$ cat src/rtl/video_mode_detector_pkg.sv
// Shared types and nominal timing constants for the Dreamcast video mode detector.
package video_mode_detector_pkg;

  typedef enum logic [1:0] {
    UNKNOWN   = 2'd0,
    VGA_480P  = 2'd1,
    NTSC_240P = 2'd2,
    NTSC_480I = 2'd3
  } VideoMode;

  typedef enum logic {
    StTrack  = 1'b0,
    StLocked = 1'b1
  } DebounceState;

  localparam int unsigned H_480P    = 1716;
  localparam int unsigned H_15K     = 3432;
  localparam int unsigned V_480P    = 525;
  localparam int unsigned V_15K_MIN = 261;
  localparam int unsigned V_15K_MAX = 264;

  function automatic logic in_range(input logic [11:0] val, input logic [11:0] lo,
                                    input logic [11:0] hi);
    return (val >= lo) && (val <= hi);
  endfunction

endpackage

$ cat src/rtl/sync_edge_detect.sv
// Registers an active-low sync input once and flags its falling edge for one cycle.
module sync_edge_detect (
  input  logic i_clock,
  input  logic i_reset,
  input  logic i_sync_n,
  output logic o_fall
);

  logic r_cur;
  logic r_prev;

  // Both flops clear to 0 so a sync held low across reset is not seen as an edge.
  always_ff @(posedge i_clock) begin
    if (i_reset) begin
      r_cur  <= 1'b0;
      r_prev <= 1'b0;
    end else begin
      r_cur  <= i_sync_n;
      r_prev <= r_cur;
    end
  end

  assign o_fall = r_prev & ~r_cur;

endmodule

$ cat src/rtl/video_mode_detector.sv
// Measures line/field timing, classifies 480p/240p/480i and debounces the result
// into a stable mode and line-doubler indication.
module video_mode_detector
  import video_mode_detector_pkg::*;
#(
  parameter int unsigned STABLE_FRAMES = 4,
  parameter int unsigned H_TOL         = 8,
  parameter int unsigned TIMEOUT       = 4194304,
  parameter int unsigned H_REF_480P    = H_480P,
  parameter int unsigned H_REF_15K     = H_15K,
  parameter int unsigned V_REF_480P    = V_480P,
  parameter int unsigned V_REF_15K_MIN = V_15K_MIN,
  parameter int unsigned V_REF_15K_MAX = V_15K_MAX
) (
  input  logic        i_clock,
  input  logic        i_reset,
  input  logic        i_hsync_n,
  input  logic        i_vsync_n,
  output logic [11:0] o_h_total,
  output logic [10:0] o_v_total,
  output logic        o_interlaced,
  output logic [1:0]  o_video_mode,
  output logic        o_mode_valid,
  output logic        o_mode_changed,
  output logic        o_line_doubler
);

  localparam logic [11:0] H480Lo = 12'(H_REF_480P - H_TOL);
  localparam logic [11:0] H480Hi = 12'(H_REF_480P + H_TOL);
  localparam logic [11:0] H15kLo = 12'(H_REF_15K - H_TOL);
  localparam logic [11:0] H15kHi = 12'(H_REF_15K + H_TOL);
  localparam logic [11:0] V480Lo = 12'(V_REF_480P - 1);
  localparam logic [11:0] V480Hi = 12'(V_REF_480P + 1);
  localparam logic [11:0] V15kLo = 12'(V_REF_15K_MIN);
  localparam logic [11:0] V15kHi = 12'(V_REF_15K_MAX);
  localparam logic [2:0]  StableCnt = 3'(STABLE_FRAMES);
  localparam int unsigned WdW = $clog2(TIMEOUT + 1);
  localparam logic [WdW-1:0] WdMax  = WdW'(TIMEOUT);
  localparam logic [WdW-1:0] WdLast = WdW'(TIMEOUT - 1);

  logic w_hs_fall;
  logic w_vs_fall;

  sync_edge_detect u_hsync_edge (
    .i_clock  (i_clock),
    .i_reset  (i_reset),
    .i_sync_n (i_hsync_n),
    .o_fall   (w_hs_fall)
  );

  sync_edge_detect u_vsync_edge (
    .i_clock  (i_clock),
    .i_reset  (i_reset),
    .i_sync_n (i_vsync_n),
    .o_fall   (w_vs_fall)
  );

  logic [11:0] r_h_cnt;
  logic [11:0] r_h_total;
  logic [10:0] r_line_cnt;
  logic [10:0] r_v_total;
  logic        r_half_prev;
  logic        r_last_diff;
  logic        r_interlaced;
  logic        r_seen_vs;
  logic        r_full_field;
  logic        r_eval;
  logic [WdW-1:0] r_wd;

  logic [11:0] w_h_cnt_inc;
  logic [10:0] w_line_inc;
  logic [11:0] w_q1;
  logic [11:0] w_q3;
  logic        w_half;
  logic        w_diff;
  logic        w_wd_fire;

  assign w_h_cnt_inc = (r_h_cnt == 12'hfff) ? r_h_cnt : r_h_cnt + 12'd1;
  assign w_line_inc  = (r_line_cnt == 11'h7ff) ? r_line_cnt : r_line_cnt + 11'd1;
  assign w_q1        = {2'b00, r_h_total[11:2]};
  assign w_q3        = 12'(({2'b00, r_h_total} + {1'b0, r_h_total, 1'b0}) >> 2);
  assign w_half      = (r_h_cnt >= w_q1) && (r_h_cnt < w_q3);
  assign w_diff      = w_half ^ r_half_prev;
  assign w_wd_fire   = (r_wd == WdLast) && !w_vs_fall;

  always_ff @(posedge i_clock) begin
    if (i_reset) begin
      r_h_cnt      <= '0;
      r_h_total    <= '0;
      r_line_cnt   <= '0;
      r_v_total    <= '0;
      r_half_prev  <= 1'b0;
      r_last_diff  <= 1'b0;
      r_interlaced <= 1'b0;
      r_seen_vs    <= 1'b0;
      r_full_field <= 1'b0;
      r_eval       <= 1'b0;
      r_wd         <= '0;
    end else begin
      r_h_cnt <= w_hs_fall ? 12'd0 : w_h_cnt_inc;
      if (w_hs_fall) r_h_total <= w_h_cnt_inc;
      // A coincident hsync belongs to the field being closed.
      if (w_vs_fall) begin
        r_line_cnt <= '0;
        r_v_total  <= w_hs_fall ? w_line_inc : r_line_cnt;
      end else if (w_hs_fall) begin
        r_line_cnt <= w_line_inc;
      end
      if (w_vs_fall) begin
        r_half_prev <= w_half;
        r_last_diff <= w_diff;
        if (w_diff && r_last_diff) r_interlaced <= 1'b1;
        else if (!w_diff && !r_last_diff) r_interlaced <= 1'b0;
        r_seen_vs    <= 1'b1;
        r_full_field <= r_seen_vs;
      end
      r_eval <= w_vs_fall;
      if (w_vs_fall) r_wd <= '0;
      else if (r_wd != WdMax) r_wd <= r_wd + WdW'(1);
    end
  end

  VideoMode w_cand;

  // The field ending at the first vsync after reset is partial and never qualifies.
  always_comb begin
    w_cand = UNKNOWN;
    if (r_full_field) begin
      if (in_range(r_h_total, H480Lo, H480Hi) && in_range({1'b0, r_v_total}, V480Lo, V480Hi)) begin
        w_cand = VGA_480P;
      end else if (in_range(r_h_total, H15kLo, H15kHi) &&
                   in_range({1'b0, r_v_total}, V15kLo, V15kHi)) begin
        w_cand = r_interlaced ? NTSC_480I : NTSC_240P;
      end
    end
  end

  DebounceState r_state;
  DebounceState w_state_nxt;
  VideoMode     r_video_mode;
  VideoMode     w_mode_nxt;
  VideoMode     r_prev_cand;
  VideoMode     w_prev_cand_nxt;
  logic [2:0]   r_stable_cnt;
  logic [2:0]   w_stable_nxt;
  logic         r_mode_changed;
  logic         w_changed_nxt;
  logic         r_mode_valid;
  logic         r_line_doubler;

  always_ff @(posedge i_clock) begin
    if (i_reset) begin
      r_state        <= StTrack;
      r_video_mode   <= UNKNOWN;
      r_prev_cand    <= UNKNOWN;
      r_stable_cnt   <= '0;
      r_mode_changed <= 1'b0;
      r_mode_valid   <= 1'b0;
      r_line_doubler <= 1'b0;
    end else begin
      r_state        <= w_state_nxt;
      r_video_mode   <= w_mode_nxt;
      r_prev_cand    <= w_prev_cand_nxt;
      r_stable_cnt   <= w_stable_nxt;
      r_mode_changed <= w_changed_nxt;
      r_mode_valid   <= (r_video_mode != UNKNOWN);
      r_line_doubler <= (r_video_mode == NTSC_240P) || (r_video_mode == NTSC_480I);
    end
  end

  always_comb begin
    w_state_nxt     = r_state;
    w_mode_nxt      = r_video_mode;
    w_prev_cand_nxt = r_prev_cand;
    w_stable_nxt    = r_stable_cnt;
    w_changed_nxt   = 1'b0;
    if (w_wd_fire) begin
      w_mode_nxt    = UNKNOWN;
      w_stable_nxt  = '0;
      w_changed_nxt = (r_video_mode != UNKNOWN);
      w_state_nxt   = StTrack;
    end else if (r_eval) begin
      w_prev_cand_nxt = w_cand;
      if (w_cand == r_prev_cand) begin
        w_stable_nxt = (r_stable_cnt == 3'd7) ? 3'd7 : r_stable_cnt + 3'd1;
      end else begin
        w_stable_nxt = 3'd1;
      end
      // Once locked, an odd frame restarts the count but cannot reach the threshold alone.
      if ((w_stable_nxt >= StableCnt) && (w_cand != r_video_mode)) begin
        w_mode_nxt    = w_cand;
        w_changed_nxt = 1'b1;
        w_state_nxt   = (w_cand == UNKNOWN) ? StTrack : StLocked;
      end
    end
  end

  assign o_h_total      = r_h_total;
  assign o_v_total      = r_v_total;
  assign o_interlaced   = r_interlaced;
  assign o_video_mode   = r_video_mode;
  assign o_mode_valid   = r_mode_valid;
  assign o_mode_changed = r_mode_changed;
  assign o_line_doubler = r_line_doubler;

endmodule

$ cat config.mk
export PLATFORM = sky130hd
export DESIGN_NAME = video_mode_detector
export DESIGN_NICKNAME = d
export VERILOG_FILES = /design/src/rtl/video_mode_detector_pkg.sv /design/src/rtl/sync_edge_detect.sv /design/src/rtl/video_mode_detector.sv
export SDC_FILE = /design/constraint.sdc
export NUM_CORES = 1
export LEC_CHECK = 0
export BUFFER_PORTS_ARGS = -buffer_cell sky130_fd_sc_hd__buf_2
export CORE_MARGIN = 2
export CORE_UTILIZATION = 55
export DETAILED_ROUTE_END_ITERATION = 7
export HOLD_SLACK_MARGIN = 0.15
export PLACE_DENSITY_LB_ADDON = 0.1
export SLEW_MARGIN = 0
export SYNTH_ARGS = -nofsm -noshare
export SYNTH_HDL_FRONTEND = slang
export SYNTH_SLANG_ARGS = --single-unit
export TNS_END_PERCENT = 30
$ cat constraint.sdc
create_clock -name i_clock -period 3.9 [get_ports i_clock]
set_clock_uncertainty 0.2 [all_clocks]
set_input_delay 0.195 -clock i_clock [delete_from_list [all_inputs] [get_ports i_clock]]
set_output_delay 0.195 -clock i_clock [all_outputs]
set_load 0.02 [all_outputs]
Yosys cells after proc, flatten, opt, wreduce, memory -nomap -nowiden --
Index checks and enable logic that the tools add are counted.
Storage, ports and cells: word-level logic and storage cells 91, input bits 4, register bits 89, output and inout port bits 29
Operators by class: magnitude comparators 11, reduce and logical (&&, ||, !) cells 23, mux-type cells 16, equal/unequal tests 9, bitwise logic cells 6, add/sub/neg operators 5
Operators with widths (count):
- $add 23x1->23 const B | 1
- $eq 23x22->1 const B | 1
- $ne 23x23->1 const B | 1
- $mux 11 | 2
- $add 12x13->14 | 1
- $add 12x1->12 const B | 1
- $eq 12x12->1 const B | 1
- $ge 12x10->1 | 1
- $ge 12x11->1 const B | 1
- $ge 12x12->1 const B | 1
- $le 12x11->1 const B | 1
- $le 12x12->1 const B | 1
- $lt 12x12->1 | 1
- $mux 12 | 1
- $mux 3 | 4
- $add 11x1->11 const B | 1
- $eq 11x11->1 const B | 1
- $ge 11x10->1 const B | 1
- $ge 11x9->1 const B | 1
- $le 11x10->1 const B | 1
- $le 11x9->1 const B | 1
- $logic_and 1x1->1 | 11
- $mux 1 | 6
- $mux 2 | 3
- other kinds (14) | 25

Logic depth before layout (Yosys ltp) --
Gate-level depths: netlist (run 1).
word-level depth 15, depth in mapped cells 20, gate-level depth less buffers 20

Hierarchy --
From an unflattened synthesis (run 1), not the netlist that was laid out.
Second synthesis, totals: cell total of the unflattened synthesis 606, area total of the unflattened synthesis 5156.2 µm²
Modules (own cells, without submodules):
- video_mode_detector | times used 1, seq. area each 1701.6 µm², area an instance 5033.6 µm², cells an instance 596
- sync_edge_detect | times used 2, seq. area each 40.0 µm², area an instance 61.3 µm², cells an instance 5

Worst setup path after synthesis (run 1) --
OpenSTA, ideal clock, no wires.
path kind reg2reg, from register r_h_total[1], in the netlist o_h_total[1], to register r_interlaced, in the netlist o_interlaced, required time 3568 ps, clock period less this slack 4411 ps, library setup time 132 ps, path buffers 0, cell stages (with the launch flop) 19, arrival time 4078 ps, slack -511 ps, cells stage by stage dfxtp_1 ha_1 a31o_2 a31oi_1 o21ai_0 a2111o_1 a31o_2 a21oi_1 xnor2_1 ha_1 a21o_1 a21oi_1 o21a_1 a31oi_1 or4_1 nand2_1 ha_1 o21ai_0 a21oi_1
On the way: cells in the longest elaborated chain, start to end 8, elaborated cells on any way between the ends 10, classes of those cells 1 x add/sub; 1 x order compare; 1 x mux; 1 x bitwise; 6 x reduce/logical
RTL lines:
- from (decl) | RTL line video_mode_detector.sv:59 | logic [11:0] r_h_total;
- from (signal assigned) | RTL line video_mode_detector.sv:101 | if (w_hs_fall) r_h_total <= w_h_cnt_inc;
- $add 12x13->14 (*) | RTL line video_mode_detector.sv:81 | assign w_q3 = 12'(({2'b00, r_h_total} + {1'b0, r_h_total, 1'b0}) >> 2);
- $lt 12x12->1 (*) | RTL line video_mode_detector.sv:82 | assign w_half = (r_h_cnt >= w_q1) && (r_h_cnt < w_q3);
- $logic_and 1x1->1 (*) | RTL line video_mode_detector.sv:82
- $xor 1x1->1 (*) | RTL line video_mode_detector.sv:83 | assign w_diff = w_half ^ r_half_prev;
- net w_diff | RTL line video_mode_detector.sv:75 | logic w_diff;
- $logic_not 1->1 | RTL line video_mode_detector.sv:113 | else if (!w_diff && !r_last_diff) r_interlaced <= 1'b0;
- $logic_and 1x1->1 | RTL line video_mode_detector.sv:113
- $reduce_bool 2->1 (no source line)
- $reduce_and 2->1 (no source line)
- to (signal assigned) | RTL line video_mode_detector.sv:94 | r_interlaced <= 1'b0;
- to (signal assigned) | RTL line video_mode_detector.sv:112 | if (w_diff && r_last_diff) r_interlaced <= 1'b1;
- to (signal assigned) | RTL line video_mode_detector.sv:113
- to (decl) | RTL line video_mode_detector.sv:64 | logic r_interlaced;
The timed path passes the listed nets; every way through them passes the cells marked *. A chain may end at the register's enable or synchronous reset.

Worst setup path in the final report (run 1) --
Ends and elaborated chain as after synthesis.

==> results of run 1 <==
## worst min-delay path, cell delays in order (launching register included)
cell and delay [ps]:
dfxtp_1 320, nand2_1 50, a21oi_1 50
## sequential cells by signal (all words and copies together), names as in the netlist, 2 cells and up
| register | count |
|---|---|
| r_h_cnt | 12 |
| r_prev_cand | 2 |
| r_line_cnt | 11 |
| o_v_total | 11 |
| r_wd | 23 |
| o_h_total | 12 |
| r_stable_cnt | 3 |
| o_video_mode | 2 |
## logic make-up after synthesis
kind of cell             Yosys count  synth area share [%]
flip-flops                        89                  34.8
buffers and inverters             48                  3.52
adder cells (fa/ha/maj)           48                  11.9
AND/OR/NAND/NOR                  264                  24.9
AO/OA/AOI/OAI                    122                  16.2
multiplexers                       6                  1.17
XOR/XNOR                          44                  7.52
## layer usage
layer	vias up	global-route usage [%]	share of wire, %	wire length, um
met3	19	5.20	5.1	645
met5	-	0	0	0
met4	0	6.95	1.3	170
met2	125	40.0	45	5740
li1	2311	-	-	-
met1	2162	37.4	48	6090
## layout by cell type (no fill, tap or decap), types with 12 or more instances in the layout
cell | Yosys | routed
inv_1 | 27 | 27
ha_1 | 47 | 43
nand2_1 | 40 | 39
nor3_1 | 16 | 16
nor2b_1 | 12 | 12
nand3_1 | 23 | 23
nor2_1 | 106 | 105
buf_2 | 0 | 32
xnor2_1 | 20 | 20
buf_4 | 0 | 32
a21oi_1 | 38 | 34
dfxtp_1 | 89 | 85
a211oi_1 | 20 | 20
xor2_1 | 24 | 24
## final timing paths
kind                                to  depth (start not counted)  slack (ps)
max reg2reg  o_interlaced$_SDFFE_PP0P_                         19        -370
min reg2reg  r_full_field$_SDFFE_PP0P_                          2         260
max          o_interlaced$_SDFFE_PP0P_                         19        -370
min          r_full_field$_SDFFE_PP0P_                          2         260
## power groups by stage
stage / clock (W) / sequential [W] / combinational (W)
CTS: 0.000629 / 0.000948 / 0.000226
global placement: 0 / 0.000967 / 0.000195
finish: 0.000615 / 0.000948 / 0.000231
detailed placement: 0 / 0.000969 / 0.000202
global route: 0.000669 / 0.000952 / 0.000256
floorplan: 0 / 0.000976 / 0.000126
## metrics by stage
| stage | instance area, um2 | setup TNS [ps] | worst slack, ps |
|---|---|---|---|
| CTS | 5910 | -459 | -299 |
| global route | 5930 | -811 | -456 |
| finish | 5930 | -640 | -371 |
| detailed placement | 5630 | -600 | -450 |
| floorplan | 5180 | -179 | -179 |
| global placement | 5630 | -403 | -346 |
## cell type report
| cell class | instances | area (um2) | share of cell area (%) |
|---|---|---|---|
| multi-input cells | 484 | 3280 | 55.3 |
| flip-flops and latches | 89 | 1790 | 30.2 |
| repair buffers | 67 | 430 | 7.26 |
| well taps | 111 | 139 | 2.34 |
| clock buffers | 9 | 124 | 2.09 |
| inverters | 27 | 101 | 1.71 |
| clock inverters | 7 | 60.1 | 1.01 |
## repair_timing
action	CTS	global route
resized for setup	10	7
setup endpoints to repair	2	3
hold buffers	3	0
buffers inserted	2	0
hold endpoints to repair	17	0
pin swaps	11	16
==> impl_metrics.py, run 1 <==
metrics = {
    "outcome": {
        "status": "finished, violations left",
        "failed_checks": "setup timing",
    },
    "floorplanning": {
        "die_w_um": 101,
        "dieArea_um2": 10100,
        "start_util_pct": 56.0,
        "num_rows": 35,
        "die_height_um": 101,
        "core_area_um2": 9150,
        "io_pins": 33,
    },
    "clocking": {
        "cts_tree": "done",
        "htreeDepth": 3,
        "cts.sinks": 89,
        "insertion_delay_ps": 370,
        "cts_root_buf": "clkbuf_8",
        "path_clk_slew_ps": 90,
        "cts_buffer_depth": 2,
        "cts_buffers": 9,
    },
    "drt": {
        "drt-initial-drc-count": 244,
        "drc_errors": 0,
        "wl_per_cell_um": 15.9,
        "num_vias": 4617,
        "drt-vias-per-instance": 5.81,
        "drt_first_pass_iters": 5,
        "drt_wl_total_um": 12600,
        "ant_nets": 0,
    },
    "setup_path": {
        "worstSetupPathType": "reg -> reg",
        "startpoint": "o_h_total[1]$_SDFFE_PP0P_",
        "path_cells": "ha_4 -> a31o_4 -> a31oi_4 -> o21ai_2 -> a2111o_1 -> a31o_2 -> a21oi_2 -> xnor2_1 -> ha_1 -> a21o_1 -> a21oi_2 -> o21a_1 -> a31oi_1 -> or4_4 -> nand2_4 -> ha_4 -> nor2_2 -> nand2_1 -> a21oi_2",
        "cp.required_ps": 4000,
        "critPathMaxStageDelay_ps": 590,
        "startpoint_type": "register",
        "critPathArrivalTime_ps": 4370,
        "r2r_start": "o_h_total[1]$_SDFFE_PP0P_",
        "critical_path_buf_inv_count": 0,
        "crit_fanout": 2,
        "slowest_stage": "or4_4",
        "path_common_cell": "a21oi_2",
        "critPathTopFamily": "compound AO/OA/AOI/OAI gates",
        "setup.worst_path.end_class": "register",
    },
    "logic_synthesis": {
        "ys_warn_count": 0,
        "yosysSeqAreaShare_pct": 34.8,
        "synth.avg_cell_area_um2": 8.25,
        "yosys.cell_count.top_type": "nor2_1",
        "synth_largest_area_cell": "dfxtp_1",
        "async_flop_share_pct": 0,
        "synth_top_area_share_pct": 34.8,
        "synth-edff-count": 0,
        "synth_flop_cell": "dfxtp_1",
        "synth_cells": 621,
        "synth.distinct_cells": 58,
        "ys_ff_latch": 89,
        "synth.cells.most_frequent": "106 x nor2_1, 89 x dfxtp_1, 47 x ha_1, 40 x nand2_1, 38 x a21oi_1",
        "syn_area_um2": 5120,
        "yosys-top-cells-area": "dfxtp_1 35%, ha_1 11%, nor2_1 7.8%, xor2_1 4.1%, a21oi_1 3.7%",
        "syn_nets": 673,
    },
    "placed_design": {
        "dp_hpwl_um": 9310,
        "place_congestion": 0.935,
        "port_buffers": 32,
        "dp.cells": 773,
    },
    "grt": {
        "grt.overflow.total": 0,
        "grt_start_max_net_pins": 35,
        "grt.total_usage_pct": 26.0,
        "grt_pass1_vias": 4276,
        "grt_pass1_wl_um": 21000,
        "antenna_found_initial": 0,
    },
    "power": {
        "switchingPower_w": 0.000523,
        "leakage_nw": 2.41,
        "comb_power_share_pct": 12.9,
        "finalPower_w": 0.00179,
        "p_seq_share_pct": 52.8,
        "clkPwrFrac_pct": 34.3,
        "vdd_drop_max_mv": 0.206,
        "p_int_w": 0.00127,
        "pwr_density_cell_nw_per_um2": 303,
        "p_sw_share_pct": 29.1,
    },
    "cells_and_area": {
        "area_growth_pct": 15.8,
        "final_layout_size_suffix_gt1_share_pct": 17.0,
        "fin_cells": 794,
        "fin_util_pct": 64.8,
        "fillers": 793,
        "nets": 730,
        "n_antenna_cell": 0,
    },
    "timing": {
        "max_slew_margin_pct": 53.8,
        "timing.hold.ws_ps": 265,
        "rsz0062_at_grt": "yes",
        "fmax_mhz": 234,
        "period_share_pct": 110,
        "setup_slack_ps": -371,
        "hold_viol": 0,
        "setup_violations": 2,
        "fin_crit_ps": 4270,
        "tightest_slew_ps": 683,
        "finalMaxSlewViolations": 0,
    },
    "hold_path": {
        "hp-start": "r_seen_vs$_SDFFE_PP0P_",
        "hold_class": "reg -> reg",
    },
    "flow_run": {
        "max_cap_viol_count": 0,
    },
}
Power figures use the tool's default switching activity.
==> run 2, diff against run 1 <==
Settings changed: RECOVER_POWER from default to 25.
==> impl_metrics.py, run 2 (synthesis results as in run 1) <==
metrics = {
    "setup_path": {
        "r2r-end": "o_interlaced$_SDFFE_PP0P_",
        "path_cells": "ha_4 -> a31o_4 -> a31oi_4 -> o21ai_2 -> a2111o_1 -> a31o_2 -> a21oi_2 -> xnor2_1 -> ha_1 -> a21o_1 -> a21oi_2 -> o21a_1 -> a31oi_1 -> or4_4 -> nand2_4 -> ha_4 -> nor2_2 -> nand2_1 -> a21oi_2",
        "startpoint_type": "register",
        "worstSetupPathType": "reg -> reg",
        "critPathTopFamily": "compound AO/OA/AOI/OAI gates",
        "slowest_stage": "or4_4",
        "r2r_start": "o_h_total[1]$_SDFFE_PP0P_",
        "setup.worst_path.end_class": "register",
        "cp.required_ps": 4000,
        "crit_fanout": 2,
        "cp-endpoint": "o_interlaced$_SDFFE_PP0P_",
        "critPathArrivalTime_ps": 4360,
        "r2r_slack_ps": -360,
        "reg2reg_depth": 19,
        "path_common_cell": "a21oi_2",
        "worstSetupPathDepth": 19,
        "startpoint": "o_h_total[1]$_SDFFE_PP0P_",
        "critical_path_buf_inv_count": 0,
        "critPathMaxStageDelay_ps": 590,
    },
    "power": {
        "comb_power_share_pct": 12.8,
        "switchingPower_w": 0.000527,
        "p_seq_share_pct": 52.8,
        "p_sw_share_pct": 29.3,
        "vdd_drop_max_mv": 0.206,
        "clkPwrFrac_pct": 34.5,
        "pwr_density_cell_nw_per_um2": 304,
        "p_int_w": 0.00127,
        "leakage_nw": 2.30,
    },
    "placed_design": {
        "port_buffers": 32,
        "postPlaceCellArea_um2": 5630,
        "pre_cts_slack_ps": -450,
        "dp_hpwl_um": 9310,
        "dp.cells": 773,
        "place_congestion": 0.935,
    },
    "clocking": {
        "cts.sinks": 89,
        "cts_buffers": 9,
        "cts_buffer_depth": 2,
        "cts_root_buf": "clkbuf_8",
        "insertion_delay_ps": 370,
        "path_clk_slew_ps": 100,
        "htreeDepth": 3,
        "cts_tree": "done",
    },
    "cells_and_area": {
        "fin_cells": 794,
        "n_antenna_cell": 0,
        "design_area_um2": 5900,
        "nets": 730,
        "mostFrequentLayoutCells": "105 x nor2_1, 85 x dfxtp_1, 43 x ha_1",
        "layout_commonest_cell": "nor2_1",
        "final_layout_size_suffix_gt1_share_pct": 13.5,
        "largest_reg_flops": 23,
        "regMostFlops": "r_wd",
        "area_growth_pct": 15.2,
    },
    "timing": {
        "setup_violations": 2,
        "rsz0062_at_grt": "yes",
        "setup_slack_ps": -361,
        "period_share_pct": 109,
        "fmax_mhz": 235,
        "timing.hold.ws_ps": 264,
        "hold_viol": 0,
        "max_slew_margin_pct": 53.6,
        "fin_crit_ps": 4260,
        "tightest_slew_ps": 686,
        "finalMaxSlewViolations": 0,
        "tns_ps": -621,
    },
    "floorplanning": {
        "start_util_pct": 56.0,
        "num_rows": 35,
        "die_height_um": 101,
        "io_pins": 33,
        "die_w_um": 101,
        "core_area_um2": 9150,
        "dieArea_um2": 10100,
    },
    "drt": {
        "drt_wl_total_um": 12700,
        "drt-initial-drc-count": 252,
        "ant_nets": 0,
        "num_vias": 4633,
        "wl_per_cell_um": 16.0,
        "drc_errors": 0,
        "drt-vias-per-instance": 5.84,
        "drt_first_pass_iters": 4,
    },
    "grt": {
        "grt.total_usage_pct": 26.0,
        "grt_pass1_vias": 4276,
        "grt_start_max_net_pins": 35,
        "grt.overflow.total": 0,
        "antenna_found_initial": 0,
        "grt_pass1_wl_um": 21000,
    },
    "flow_run": {
        "max_cap_viol_count": 0,
    },
    "hold_path": {
        "hold_class": "reg -> reg",
    },
    "outcome": {
        "status": "finished, violations left",
        "failed_checks": "setup timing",
    },
}
run 2: cell types whose count changed in the layout (fill, tap and decap cells not counted), sizes merged:
cell,change
clkbuf,+24
buf,-24
run 2: repair_timing:
action                                  4_1_cts  5_1_grt
gates cloned                                  0        0
buffers inserted                              2        0
resized for setup                            10        7
hold buffers                                  3        0
hold endpoints to repair                     17        0
endpoints found under the setup margin        2        3
pin swaps                                    11       16
run 2: worst min path at each step:
stage / start / to / slack (ps) / depth (start not counted)
final: r_seen_vs$_SDFFE_PP0P_ / r_full_field$_SDFFE_PP0P_ / 260 / 2
after global routing: r_seen_vs$_SDFFE_PP0P_ / r_full_field$_SDFFE_PP0P_ / 290 / 2
after CTS: r_seen_vs$_SDFFE_PP0P_ / r_full_field$_SDFFE_PP0P_ / 270 / 2
after detailed placement: i_hsync_n / u_hsync_edge.r_cur$_SDFF_PP0_ / 220 / 2
after global placement: i_hsync_n / u_hsync_edge.r_cur$_SDFF_PP0_ / 210 / 2
after floorplan: i_hsync_n / u_hsync_edge.r_cur$_SDFF_PP0_ / 120 / 1
run 2: metal layers:
metal | track usage (%) | vias up | wire length [um]
met5 | 0 | - | 0
met3 | 5.20 | 17 | 602
met2 | 40.0 | 121 | 5770
met1 | 37.4 | 2186 | 6160
met4 | 6.95 | 0 | 171
li1 | - | 2309 | -
run 2: worst min-delay path, stage by stage (launching register included):
cell	delay, ps
dfxtp_1	320
nand2_1	50
a21oi_1	50
run 2: layout make-up:
type / instances / area, um2
clock buffers: 9 / 124
clock inverters: 7 / 60.1
fillers: 812 / 3250
inverters: 27 / 101
multi-input cells: 484 / 3280
flip-flops and latches: 89 / 1790
well taps: 111 / 139
repair buffers: 67 / 400
run 2: per-stage QoR:
| stage | total power (W) | utilization (%) |
|---|---|---|
| finish | 0.00180 | 64.5 |
| global route | 0.00187 | 64.5 |
| CTS | 0.00180 | 64.6 |
| detailed placement | 0.00117 | 61.5 |
| global placement | 0.00116 | 61.5 |
| floorplan | 0.00110 | - |
run 2: power groups by stage:
stage | combinational (W) | sequential, W | clock, W
finish | 0.000229 | 0.000948 | 0.000619
floorplan | 0.000126 | 0.000976 | 0
global placement | 0.000195 | 0.000967 | 0
CTS | 0.000226 | 0.000948 | 0.000629
detailed placement | 0.000202 | 0.000969 | 0
global route | 0.000253 | 0.000952 | 0.000669
